`src/rtl/nibble_serial_sub_if.sv`:
```
// Controller-side handshake and operand/result bundle for nibble_serial_sub.
// The ovf signal exists only when SIGNED_OVF_EN is defined.
interface nibble_serial_sub_if #(
    parameter int WIDTH = 16
);
    logic             start;
    logic [WIDTH-1:0] a;
    logic [WIDTH-1:0] b;
    logic             busy;
    logic             done;
    logic [WIDTH-1:0] diff;
    logic             borrow;
    logic             zero;
`ifdef SIGNED_OVF_EN
    logic             ovf;

    modport master (output start, a, b, input busy, done, diff, borrow, zero, ovf);
    modport slave  (input start, a, b, output busy, done, diff, borrow, zero, ovf);
`else
    modport master (output start, a, b, input busy, done, diff, borrow, zero);
    modport slave  (input start, a, b, output busy, done, diff, borrow, zero);
`endif
endinterface

```
`src/rtl/nibble_serial_sub.sv`:
```
// Serial WIDTH-bit subtractor: one 4-bit two's-complement slice reused per clock.
// Optional signed-overflow output enabled by defining SIGNED_OVF_EN.
module nibble_serial_sub #(
    parameter int WIDTH = 16
) (
    input  logic                  clk,
    input  logic                  rst,
    nibble_serial_sub_if.slave    bus
);
    localparam int NIB = 4;
    localparam int K   = WIDTH / NIB;
    localparam int CW  = $clog2(K);

    typedef enum logic {IDLE, RUN} state_t;

    state_t           state, state_next;
    logic [WIDTH-1:0] a_sh, b_sh, res, res_next;
    logic             carry;
    logic [CW-1:0]    cnt;
    logic             busy_r, done_r, borrow_r, zero_r;
    logic [NIB:0]     s5;
    logic             accept, last;

    // The slice computes a + ~b + carry; the result register fills from the top.
    always_comb begin
        s5       = {1'b0, a_sh[NIB-1:0]} + {1'b0, ~b_sh[NIB-1:0]} + {{NIB{1'b0}}, carry};
        res_next = {s5[NIB-1:0], res[WIDTH-1:NIB]};
        accept   = (state == IDLE) && bus.start;
        last     = (state == RUN) && (cnt == CW'(K - 1));
    end

    always_ff @(posedge clk or posedge rst) begin
        if (rst) state <= IDLE;
        else     state <= state_next;
    end

    always_comb begin
        state_next = state;
        case (state)
            IDLE:    if (bus.start) state_next = RUN;
            RUN:     if (last)      state_next = IDLE;
            default: state_next = IDLE;
        endcase
    end

    always_ff @(posedge clk or posedge rst) begin
        if (rst) begin
            a_sh     <= '0;
            b_sh     <= '0;
            res      <= '0;
            carry    <= 1'b1;
            cnt      <= '0;
            busy_r   <= 1'b0;
            done_r   <= 1'b0;
            borrow_r <= 1'b0;
            zero_r   <= 1'b0;
        end else begin
            done_r <= 1'b0;
            if (accept) begin
                a_sh     <= bus.a;
                b_sh     <= bus.b;
                res      <= '0;
                carry    <= 1'b1;
                cnt      <= '0;
                busy_r   <= 1'b1;
                borrow_r <= 1'b0;
                zero_r   <= 1'b0;
            end else if (state == RUN) begin
                a_sh  <= a_sh >> NIB;
                b_sh  <= b_sh >> NIB;
                res   <= res_next;
                carry <= s5[NIB];
                cnt   <= cnt + CW'(1);
                if (last) begin
                    borrow_r <= ~s5[NIB];
                    zero_r   <= (res_next == '0);
                    done_r   <= 1'b1;
                    busy_r   <= 1'b0;
                end
            end
        end
    end

    assign bus.busy   = busy_r;
    assign bus.done   = done_r;
    assign bus.diff   = res;
    assign bus.borrow = borrow_r;
    assign bus.zero   = zero_r;

`ifdef SIGNED_OVF_EN
    logic a_msb, b_msb, ovf_r;

    // Sign bits are captured up front because the operand registers are consumed by shifting.
    always_ff @(posedge clk or posedge rst) begin
        if (rst) begin
            a_msb <= 1'b0;
            b_msb <= 1'b0;
            ovf_r <= 1'b0;
        end else if (accept) begin
            a_msb <= bus.a[WIDTH-1];
            b_msb <= bus.b[WIDTH-1];
            ovf_r <= 1'b0;
        end else if (last) begin
            ovf_r <= (a_msb != b_msb) && (res_next[WIDTH-1] != a_msb);
        end
    end

    assign bus.ovf = ovf_r;
`endif
endmodule
```
`src/flat_wrapper.sv`:
```
// flat-port wrapper written by rule: the top's interface ports become plain ports
module nibble_serial_sub_flat 
#(
    parameter int WIDTH = 16
)
  (clk, rst, bus_start, bus_a, bus_b, bus_busy, bus_done, bus_diff, bus_borrow, bus_zero);
  nibble_serial_sub_if #(.WIDTH(WIDTH)) bus_i ();
  input  logic clk;
  input  logic rst;
  input wire logic [$bits(bus_i.start)-1:0] bus_start;
  input wire logic [$bits(bus_i.a)-1:0] bus_a;
  input wire logic [$bits(bus_i.b)-1:0] bus_b;
  output wire logic [$bits(bus_i.busy)-1:0] bus_busy;
  output wire logic [$bits(bus_i.done)-1:0] bus_done;
  output wire logic [$bits(bus_i.diff)-1:0] bus_diff;
  output wire logic [$bits(bus_i.borrow)-1:0] bus_borrow;
  output wire logic [$bits(bus_i.zero)-1:0] bus_zero;
  assign bus_i.start = bus_start;
  assign bus_i.a = bus_a;
  assign bus_i.b = bus_b;
  assign bus_busy = bus_i.busy;
  assign bus_done = bus_i.done;
  assign bus_diff = bus_i.diff;
  assign bus_borrow = bus_i.borrow;
  assign bus_zero = bus_i.zero;
  nibble_serial_sub #(.WIDTH(WIDTH)) u_core (.clk(clk), .rst(rst), .bus(bus_i));
endmodule
```
`config.mk`:
```
export PLATFORM = sky130hd
export DESIGN_NAME = nibble_serial_sub_flat
export DESIGN_NICKNAME = d
export VERILOG_FILES = /design/src/rtl/nibble_serial_sub_if.sv /design/src/rtl/nibble_serial_sub.sv /design/src/flat_wrapper.sv
export SDC_FILE = /design/constraint.sdc
export NUM_CORES = 1
export LEC_CHECK = 0
export CAP_MARGIN = 20
export CORE_ASPECT_RATIO = 2
export CORE_MARGIN = 3
export CORE_UTILIZATION = 25
export DETAILED_ROUTE_END_ITERATION = 6
export PLACE_DENSITY = 0.45
export SYNTH_ARGS = -nofsm -noshare
export SYNTH_HDL_FRONTEND = slang
export SYNTH_SLANG_ARGS = --single-unit
export TNS_END_PERCENT = 5
```
`constraint.sdc`:
```
create_clock -name clk -period 2.36 [get_ports clk]
set_clock_uncertainty 0.05 [all_clocks]
set_input_delay 0.236 -clock clk [delete_from_list [all_inputs] [get_ports clk]]
set_output_delay 0.236 -clock clk [all_outputs]
set_load 0.02 [all_outputs]
```
# After elaboration in Yosys (flattened, before gate mapping)
# Index checks and enable logic that the tools add are counted.
op_classes:
  n_mux: 25
  addsub: 3
  reduce_logical: 6
  n_eq_ne: 1
  bitwise: 3
ops:
  columns: ["operator", "n"]
  rows:
  - ["$mux 16", 6]
  - ["$logic_not 16->1", 1]
  - ["$mux 1", 16]
  - ["$add 4x4->5", 1]
  - ["$add 5x1->5", 1]
  - ["$mux 2", 2]
  - ["$not 4->4", 1]
  - ["$reduce_bool 2->1", 2]
  - ["$add 2x1->2 const B", 1]
  - ["$eq 2x2->1 const B", 1]
  - ["$logic_and 1x1->1", 2]
  - ["$not 1->1", 2]
  - ["$pmux 1 s2", 1]
  - ["$reduce_and 2->1", 1]
totals:
  reg_bits: 56
  in_bits: 35
  output_inout_bits: 20
  word_cells: 48

# Depth between registers and ports, before layout
# Gate-level depths: netlist of the first run.
logic_depth:
  ltp_word: 7
  mapped_depth: 8
  ltp_nobuf: 8

# Least setup slack after synthesis of the first run
# Ideal clock, no wire load.
synth_timing:
  path_kind: "reg-to-reg"
  start: "register u_core.carry"
  end: "register u_core.zero_r (netlist: u_core.bus.zero)"
  stages_incl_launch_ff: 8
  slack_ps: 527
  arrival_ps: 1707
  setup_time_ps: 76
  period_less_slack_ps: 1833
  path_buffers: 0
  path_cell_list: "dfstp_2 -> fa_1 -> inv_1 -> fa_1 -> xnor2_1 -> nor4_2 -> nand4b_1 -> o21ai_1"
synth_between:
  elab_chain_len: 5
synth_rtl:
  columns: ["element", "line", "source"]
  rows:
  - ["from (decl)", "nibble_serial_sub.sv:18", "logic carry;"]
  - ["from (signal assigned)", "nibble_serial_sub.sv:72", "carry <= s5[NIB];"]
  - ["$add 5x1->5", "nibble_serial_sub.sv:26", "s5 = {1'b0, a_sh[NIB-1:0]} + {1'b0, ~b_sh[NIB-1:0]} + {{NIB{1'b0}}, carry};"]
  - ["$logic_not 16->1", "nibble_serial_sub.sv:76", "zero_r <= (res_next == '0);"]
  - ["$mux 1", "nibble_serial_sub.sv:74", "if (last) begin"]
  - ["$mux 1", "nibble_serial_sub.sv:68", "end else if (state == RUN) begin"]
  - ["$mux 1", "nibble_serial_sub.sv:59", "if (accept) begin"]
  - ["to (signal assigned)", "nibble_serial_sub.sv:76", null]
  - ["to (decl)", "nibble_serial_sub.sv:20", "logic busy_r, done_r, borrow_r, zero_r;"]
# Every way passes these cells. The select of a mux whose other input is x is not followed.
# A chain may end at the register's enable or synchronous reset.

# Worst setup path in the final report of the first run
# Same ends and word-level chain as after synthesis.

==> results of run 1 <==
==> Yosys cell counts (all sizes together), types with 2 or more instances <==
library cell and n:
dfrtp 55, nand2 40, o21ai 40, mux2i 33
nand2b 14, nor2 11, clkbuf 10, inv 10
buf 6, ha 4, nand3 3, a21o 2
fa 2, nor4 2, or2b 2, or4 2
xnor2 2
==> area by class of cell <==
cell class	instances	area, um^2
repair buffers	59	598.1
fillers	1005	6400
clock inverters	3	90.09
well taps	132	165.2
flip-flops and latches	56	1404
clock buffers	5	125.1
inverters	10	37.54
multi-input cells	166	1071
==> flip-flops by register name, indices dropped and copies added, names as in the netlist <==
register and cells:
u_core.bus.borrow 1, u_core.carry 1, u_core.bus.diff 16, u_core.cnt 2
u_core.bus.busy 1, u_core.state 1, u_core.a_sh 16, u_core.bus.zero 1
u_core.b_sh 16, u_core.bus.done 1
==> critical path, cell delays in order (launching register included) <==
cell,delay (ps)
dfstp_2,550
fa_1,200
inv_1,70
fa_1,400
xnor2_1,170
nor4_2,210
nand4b_1,130
o21ai_1,130
==> stage by stage <==
stage	total power [mW]	std cells	util, %
after floorplan	2.565	248	-
after global placement	3.185	423	33.12
after detailed placement	3.223	423	33.12
after CTS	4.314	431	35.29
after global routing	4.557	431	35.29
final	4.212	431	35.29
==> where the power goes <==
part / switching, mW / internal (mW) / total [mW]
Clock: 0.345 / 0.715 / 1.06
Sequential: 0.313 / 1.32 / 1.64
Combinational: 0.783 / 0.733 / 1.52
Total: 1.44 / 2.77 / 4.21
==> path summary, 6_finish.rpt <==
kind,start,end,slack (ps),cells past startpoint
worst max register to register,u_core.carry$_DFFE_PP1P_,u_core.bus.zero$_DFFE_PP0P_,390,7
max in group asynchronous,rst,u_core.state$_DFF_PP0_,1560,3
worst max-delay path,u_core.carry$_DFFE_PP1P_,u_core.bus.zero$_DFFE_PP0P_,390,7
worst min-delay path,rst,u_core.bus.diff[2]$_DFFE_PP0P_,160,2
worst min register to register,u_core.a_sh[13]$_DFFE_PP0P_,u_core.a_sh[9]$_DFFE_PP0P_,430,2
min in group clk,u_core.a_sh[13]$_DFFE_PP0P_,u_core.a_sh[9]$_DFFE_PP0P_,430,2
==> metal layers <==
layer,global-route usage [%],vias to the layer above
met4,4.813,0
met1,12.87,927
met5,0,-
li1,-,928
met2,20.45,32
met3,2.169,6
==> cell families after synthesis <==
family	after synthesis	share of synthesized area, %
and+or+nand+nor	78	14.76
muxes	34	13.26
xor gates and xnor gates	2	0.6801
buffers and inverters	26	3.983
adders and majority gates	6	3.497
AOI/OAI and AO/OA	46	9.373
DFF	56	54.44
==> flow_summary_export.csv, run 1 <==
group,metric,value,unit
run_status,outcome,"complete, no violations",
setup_path,critPathRequiredTime,2540,ps
clocking,clkSlewWorstSetupHoldPaths,70,ps
synth,async_flop_share,100.0,%
grt,grt_pass1_wl,10340,um
synth,synth_seq_cells,56,
synth,synthCells,248,
drt,drt-total-wl,6020,um
placement,gp_congestion,0.7170,
cells_and_area,drive_gt1_share,7.023,%
cells_and_area,area_growth,35.50,%
floorplanning,core-area,9891,um^2
timing,holdWs,159.8,ps
drt,drcViolationCount,0,
floorplanning,fp.dieH,149.6,um
clocking,cts_buffers,5,
clocking,cts_setup_buffers,0,
cells_and_area,final_common_cell,"dfrtp_1",
drt,viasPerCell,4.392,
pwr,power_leakage,1.558,nW
pwr,ir_drop,0.3841,mV
drt,top_layer_used,"met4",
clocking,cts_sinks,56,
synth,syn_area_per_cell,10.39,um^2
timing,fin_crit_sh,83.40,%
timing,maxSlewHeadroom,65.33,%
worst_hold_path,hp-class,"input pin to asynchronous set/reset pin",
timing,finalHoldViolCount,0,
timing,layout_setup_ws,391.7,ps
timing,rsz0062_at_grt,"false",
placement,place_ws,378.4,ps
clocking,cts_buffer_depth,2,
grt,grt_use_total,11.36,%
clocking,cts_tree,"yes",
timing,final.min_clock_period,1968,ps
timing,drv_slew,0,
placement,dp_hpwl,4266,um
synth,yosysSeqAreaShare,54.44,%
setup_path,critPathKind,"register to register",
cells_and_area,most-common-layout-cells,"dfrtp_1 (54), clkdlybuf4s50_1 (53), nand2_1 (40)",
clocking,cts_max_level,2,
synth,synth.cell_area,2576,um^2
floorplanning,io_pins,55,
grt,grt_max_degree,53,
placement,numPortBuffers,54,
drt,drt-initial-drc-count,89,
synth,synth_top_area_share,53.42,%
setup_path,crit_fanout,2,
synth,synth_nets,289,
drt,wl_met1,2367,um
setup_path,worstPathArrival,2140,ps
synth,synth_ff_type,"dfrtp_1",
cells_and_area,final_area,3491,um^2
clocking,clockRootBuffer,"clkbuf_16",
synth,yosysTopAreaCell,"dfrtp_1",
placement,placed_area,3276,um^2
floorplanning,std_cell_rows,51,
cells_and_area,finalNetCount,339,
clocking,post_cts_resized,0,
timing,finalSetupViolations,0,
synth,synth_edf_count,0,
pwr,power.density,1207,nW/um^2
drt,drtAntennaViolNets,0,
floorplanning,initial_core_util,26.05,%
grt,antenna_found_initial,0,
timing,setup_tns,0,ps
flow_run,maxCapViolCount,0,
drt,wl_per_cell,13.97,um
drt,wl_met2,3338,um
drt,route.met3.wl,198,um
synth,synthesis.yosys.warnings,0,
timing,fmax,508.1,MHz
timing,worst_pin_slew,520.0,ps
drt,dr.pass1.iters,4,
cells_and_area,antenna_cells,0,
clocking,postCtsHoldBufs,0,
setup_path,endpoint_kind,"register",
setup_path,critPathLaunchType,"register",
clocking,clk_latency,300,ps
grt,grt_pass1_vias,2058,
grt,grt-ovfl-total,0,
floorplanning,dieArea,11630,um^2
drt,vias,1893,
floorplanning,die_w,77.78,um
synth,synth.area.top_cells,"dfrtp_1 (53%), mux2i_1 (13%), o21ai_0 (7.6%)",
synth,synth_cell_type_count,30,
(Power assumes the default switching activity.)
==> run 2, diff against run 1 <==
Clock period 2.36 ns to 2.03 ns, I/O delays scaled along.
==> run 2 against run 1 <==
Net effect:
- global-route usage decreased by 0.78 points
- design area decreased by 1.2%
- routed wire length fell by 2.1%
- sequential share of layout area is 0.48 points higher
- largest cell class unchanged
- worst setup slack worse by 170 ps
- highest routed layer unchanged
==> flow_summary_export.csv, run 2 (synthesis results as in run 1) <==
group,metric,value,unit
run_status,outcome,"complete, no violations",
pwr,power.density,1348,nW/um^2
clocking,clockRootBuffer,"clkbuf_16",
drt,viasPerCell,4.343,
clocking,cts_max_level,2,
timing,rsz0062_at_grt,"false",
grt,grt_max_degree,95,
timing,setup_tns,0,ps
floorplanning,dieArea,11630,um^2
drt,drtAntennaViolNets,0,
clocking,clkSlewWorstSetupHoldPaths,70,ps
grt,antenna_found_initial,0,
setup_path,crit_chain,"fa_1 > inv_1 > fa_2 > xnor2_1 > nor4_2 > nand4b_1 > o21ai_1",
setup_path,endpoint_kind,"register",
floorplanning,initial_core_util,26.05,%
clocking,cts_tree,"yes",
cells_and_area,most-common-layout-cells,"dfrtp_1 (54), clkdlybuf4s50_1 (53), nand2_1 (40)",
cells_and_area,final_area,3450,um^2
setup_path,cpPeakStageDelay,550,ps
cells_and_area,finalNetCount,340,
clocking,cts_buffers,5,
placement,placed_area,3283,um^2
setup_path,crit_family,"flip-flops",
setup_path,critPathLaunchType,"register",
grt,grt-ovfl-total,0,
cells_and_area,final_common_cell,"dfrtp_1",
floorplanning,std_cell_rows,51,
placement,numPortBuffers,54,
floorplanning,die_w,77.78,um
drt,drt-initial-drc-count,98,
drt,vias,1876,
setup_path,crit_buf_inv,1,
timing,fin_crit_sh,89.10,%
drt,drt-total-wl,5891,um
floorplanning,core-area,9891,um^2
clocking,cts_buffer_depth,2,
timing,fmax,552.9,MHz
cells_and_area,antenna_cells,0,
grt,grt_use_total,10.58,%
pwr,power_leakage,1.540,nW
timing,worst_pin_slew,432.8,ps
timing,maxSlewHeadroom,71.10,%
pwr,ir_drop,0.4233,mV
worst_hold_path,hp-class,"input pin to asynchronous set/reset pin",
drt,drcViolationCount,0,
drt,dr.pass1.iters,4,
floorplanning,fp.dieH,149.6,um
timing,final.min_clock_period,1809,ps
timing,drv_slew,0,
clocking,postCtsHoldBufs,0,
timing,holdWs,174.6,ps
grt,grt_pass1_wl,9646,um
setup_path,critPathRequiredTime,2200,ps
grt,grt_pass1_vias,1847,
setup_path,crit_path_top_delay_cell,"dfstp_2",
drt,wl_per_cell,13.64,um
setup_path,crit_fanout,2,
clocking,cts_sinks,56,
clocking,clk_latency,290,ps
placement,gp_congestion,0.7269,
placement,dp_hpwl,4176,um
setup_path,worstPathArrival,1980,ps
timing,finalSetupViolations,0,
cells_and_area,area_growth,33.90,%
cells_and_area,drive_gt1_share,7.333,%
setup_path,r2r_slack,220,ps
timing,finalHoldViolCount,0,
flow_run,maxCapViolCount,0,
floorplanning,io_pins,55,
setup_path,critPathKind,"register to register",
-- run 2: per-stage QoR --
step / instances / worst slack [ps] / power, mW / utilization, %
after floorplan: 248 / 196.8 / 2.982 / -
after global placement: 424 / 136.5 / 3.711 / 33.19
after detailed placement: 424 / 93.09 / 3.743 / 33.19
after CTS: 432 / 76.55 / 4.749 / 34.85
after global routing: 432 / 50.02 / 5.023 / 34.88
final: 432 / 221.2 / 4.651 / 34.88
-- run 2: area by class of cell --
type | count | area, um^2
inverter | 10 | 37.54
tap | 132 | 165.2
clock buffer | 6 | 128.9
sequential | 56 | 1404
timing repair buffer | 60 | 605.6
clock inverter | 2 | 35.03
fill | 1005 | 6441
multi-input combinational | 166 | 1074
-- run 2: metal layers --
metal  routed length [um]  track usage (%)  up-vias
met5                    0                0        -
met4                   82            4.011        0
met3                  204            1.807        4
met2                 3124            18.73       36
met1                 2481            12.61      901
li1                     -                -      935
-- run 2: path summary, 6_finish.rpt --
check,from,to,cells past startpoint
hold reg to reg,u_core.b_sh[5]$_DFFE_PP0P_,u_core.b_sh[1]$_DFFE_PP0P_,2
hold / removal,rst,u_core.bus.diff[1]$_DFFE_PP0P_,2
max in group asynchronous,rst,u_core.a_sh[6]$_DFFE_PP0P_,3
min in group clk,bus_start,u_core.bus.busy$_DFFE_PP0P_,3
setup reg to reg,u_core.carry$_DFFE_PP1P_,u_core.bus.zero$_DFFE_PP0P_,7
setup / recovery,u_core.carry$_DFFE_PP1P_,u_core.bus.zero$_DFFE_PP0P_,7
-- run 2: repair_timing --
action	in CTS	in global routing
endpoints found under the setup margin	0	1
endpoints found under the hold margin	0	0
setup buffers	0	0
gates resized for setup	0	1
-- run 2: worst reg2reg max path, stage by stage (launching register included) --
cell      delay (ps)
dfstp_2          550
fa_1             190
inv_1             60
fa_2             350
xnor2_1          160
nor4_2           140
nand4b_1         130
o21ai_1          130
-- run 2: power breakdown --
part	internal (mW)	switching [mW]	total, mW
clock	0.582	0.402	0.983
sequential	1.54	0.311	1.85
combinational	0.864	0.954	1.82
==> run 3, diff against run 2 <==
Settings changed: CTS_CLUSTER_SIZE set to 20, RECOVER_POWER set to 50.
==> run 3 against run 2 <==
Net effect:
- design area fell by 0.76%
- hold slack improved by 130 ps
- register-to-register slack about the same
- largest cell class unchanged
- highest routed layer unchanged
==> flow_summary_export.csv, run 3 (synthesis results as in run 1) <==
group,metric,value,unit
flow_run,maxCapViolCount,0,
clocking,postCtsHoldBufs,0,
placement,place_ws,93.09,ps
clocking,clk_latency,290,ps
clocking,clkSlewWorstSetupHoldPaths,70,ps
timing,maxSlewHeadroom,41.60,%
grt,grt_pass1_wl,9646,um
grt,grt-ovfl-total,0,
clocking,cts_max_level,2,
drt,viasPerCell,4.310,
cells_and_area,final_common_cell,"dfrtp_1",
timing,fmax,553.3,MHz
pwr,pwr-share-clk,21.3,%
pwr,p_total,4.623,mW
timing,finalHoldViolCount,0,
drt,drcViolationCount,0,
clocking,cts_buffer_depth,2,
pwr,power.density,1350,nW/um^2
cells_and_area,drive_gt1_share,6.000,%
floorplanning,core-area,9891,um^2
setup_path,crit_fanout,2,
setup_path,r2r_end,"u_core.bus.zero$_DFFE_PP0P_",
setup_path,crit_start,"u_core.carry$_DFFE_PP1P_",
clocking,cts_tree,"yes",
setup_path,r2r_slack,220,ps
clocking,cts_buffers,5,
setup_path,critPathLaunchType,"register",
cells_and_area,most-common-layout-cells,"dfrtp_1 (54), clkdlybuf4s50_1 (52), nand2_1 (40)",
timing,rsz0062_at_grt,"false",
pwr,intPower,2.960,mW
setup_path,timing.rr.start,"u_core.carry$_DFFE_PP1P_",
floorplanning,fp.dieH,149.6,um
cells_and_area,regArea,1404,um^2
pwr,pwr-share-seq,40.0,%
cells_and_area,finalNetCount,340,
placement,gp_congestion,0.7269,
setup_path,cpPeakStageDelay,550,ps
placement,dp_hpwl,4176,um
timing,setup_tns,0,ps
drt,drtAntennaViolNets,0,
cells_and_area,nFillCells,1010,
drt,dr.pass1.iters,4,
timing,finalSetupViolations,0,
cells_and_area,area_growth,32.88,%
drt,vias,1862,
clocking,clockRootBuffer,"clkbuf_16",
clocking,cts_setup_buffers,0,
setup_path,worstPathArrival,1980,ps
clocking,cts_sinks,56,
floorplanning,std_cell_rows,51,
setup_path,critPathRequiredTime,2210,ps
setup_path,crit_chain,"fa_1 > inv_1 > fa_2 > xnor2_1 > nor4_2 > nand4b_1 > o21ai_1",
pwr,ir_drop,0.4093,mV
setup_path,critPathKind,"register to register",
pwr,swShare,35.96,%
placement,numPortBuffers,54,
floorplanning,dieArea,11630,um^2
cells_and_area,antenna_cells,0,
timing,layout_setup_ws,222.5,ps
setup_path,endpoint_kind,"register",
floorplanning,initial_core_util,26.05,%
cells_and_area,multi_input_area,1074,um^2
timing,worst_pin_slew,876.0,ps
timing,fin_crit_sh,89.04,%
pwr,combPwrFrac,38.8,%
grt,grt_pass1_vias,1847,
grt,grt_use_total,10.58,%
timing,final.min_clock_period,1807,ps
drt,drt-total-wl,5857,um
floorplanning,die_w,77.78,um
drt,drt-initial-drc-count,93,
setup_path,crit_path_top_delay_cell,"dfstp_2",
grt,grt_max_degree,95,
pwr,power_leakage,1.525,nW
setup_path,crit_family,"flip-flops",
pwr,p_switching,1.663,mW
worst_hold_path,hold_start,"bus_start",
timing,drv_slew,0,
run_status,outcome,"complete, no violations",
grt,antenna_found_initial,0,
worst_hold_path,hold_end,"u_core.bus.busy$_DFFE_PP0P_",
setup_path,reg2regPathDepth,7,
worst_hold_path,hp-class,"input pin to register",
drt,wl_per_cell,13.56,um
worst_hold_path,whs_path_depth,3,
floorplanning,io_pins,55,
setup_path,crit_buf_inv,1,
## run 3: worst min-delay path, stage by stage
cell and delay (ps):
buf_2 200, nor2_1 130, o22ai_1 80
## run 3: stage by stage
stage                     hold WS (ps)  cell area, um^2  instances  util, %
after floorplan                  309.3             2576        248        -
after global placement           408.8             3283        424    33.19
after CTS                        197.6             3447        432    34.85
after detailed placement         416.7             3283        424    33.19
after global routing             331.4             3423        432    34.61
final                            302.6             3423        432    34.61
## run 3: power groups by stage
stage,clock network (mW),logic [mW],registers (mW)
finish,0.984,1.79,1.85
global route,1.05,2.03,1.92
CTS,1.03,1.86,1.87
detailed placement,0,1.86,1.89
global placement,0,1.84,1.88
floorplan,0,0.978,2.00
## run 3: how the worst max path moves through the flow
stage	depth (start not counted)	endpoint	slack [ps]
detailed placement	7	u_core.bus.zero$_DFFE_PP0P_	90
global route	7	u_core.bus.zero$_DFFE_PP0P_	50
floorplan	7	u_core.bus.zero$_DFFE_PP0P_	200
global placement	7	u_core.bus.zero$_DFFE_PP0P_	140
CTS	7	u_core.bus.zero$_DFFE_PP0P_	80
finish	7	u_core.bus.zero$_DFFE_PP0P_	220
## run 3: final cells by class
cell class                 count  share of cell area [%]
sequential                    56                   41.01
multi-input combinational    166                   31.36
timing repair buffer          60                   16.92
tap                          132                   4.825
clock buffer                   6                   3.765
inverter                      10                   1.096
clock inverter                 2                   1.023
## run 3: routing by layer
metal	GRT usage, %	up-vias	part of all wire [%]
met1	12.61	893	42
met2	18.73	32	53
met5	0	-	0
met3	1.807	4	3.3
met4	4.011	0	1.4
li1	-	933	-
## run 3: what timing repair did
action / CTS / global route
setup endpoints to repair: 0 / 1
hold endpoints to repair: 0 / 0
resized for setup: 0 / 1
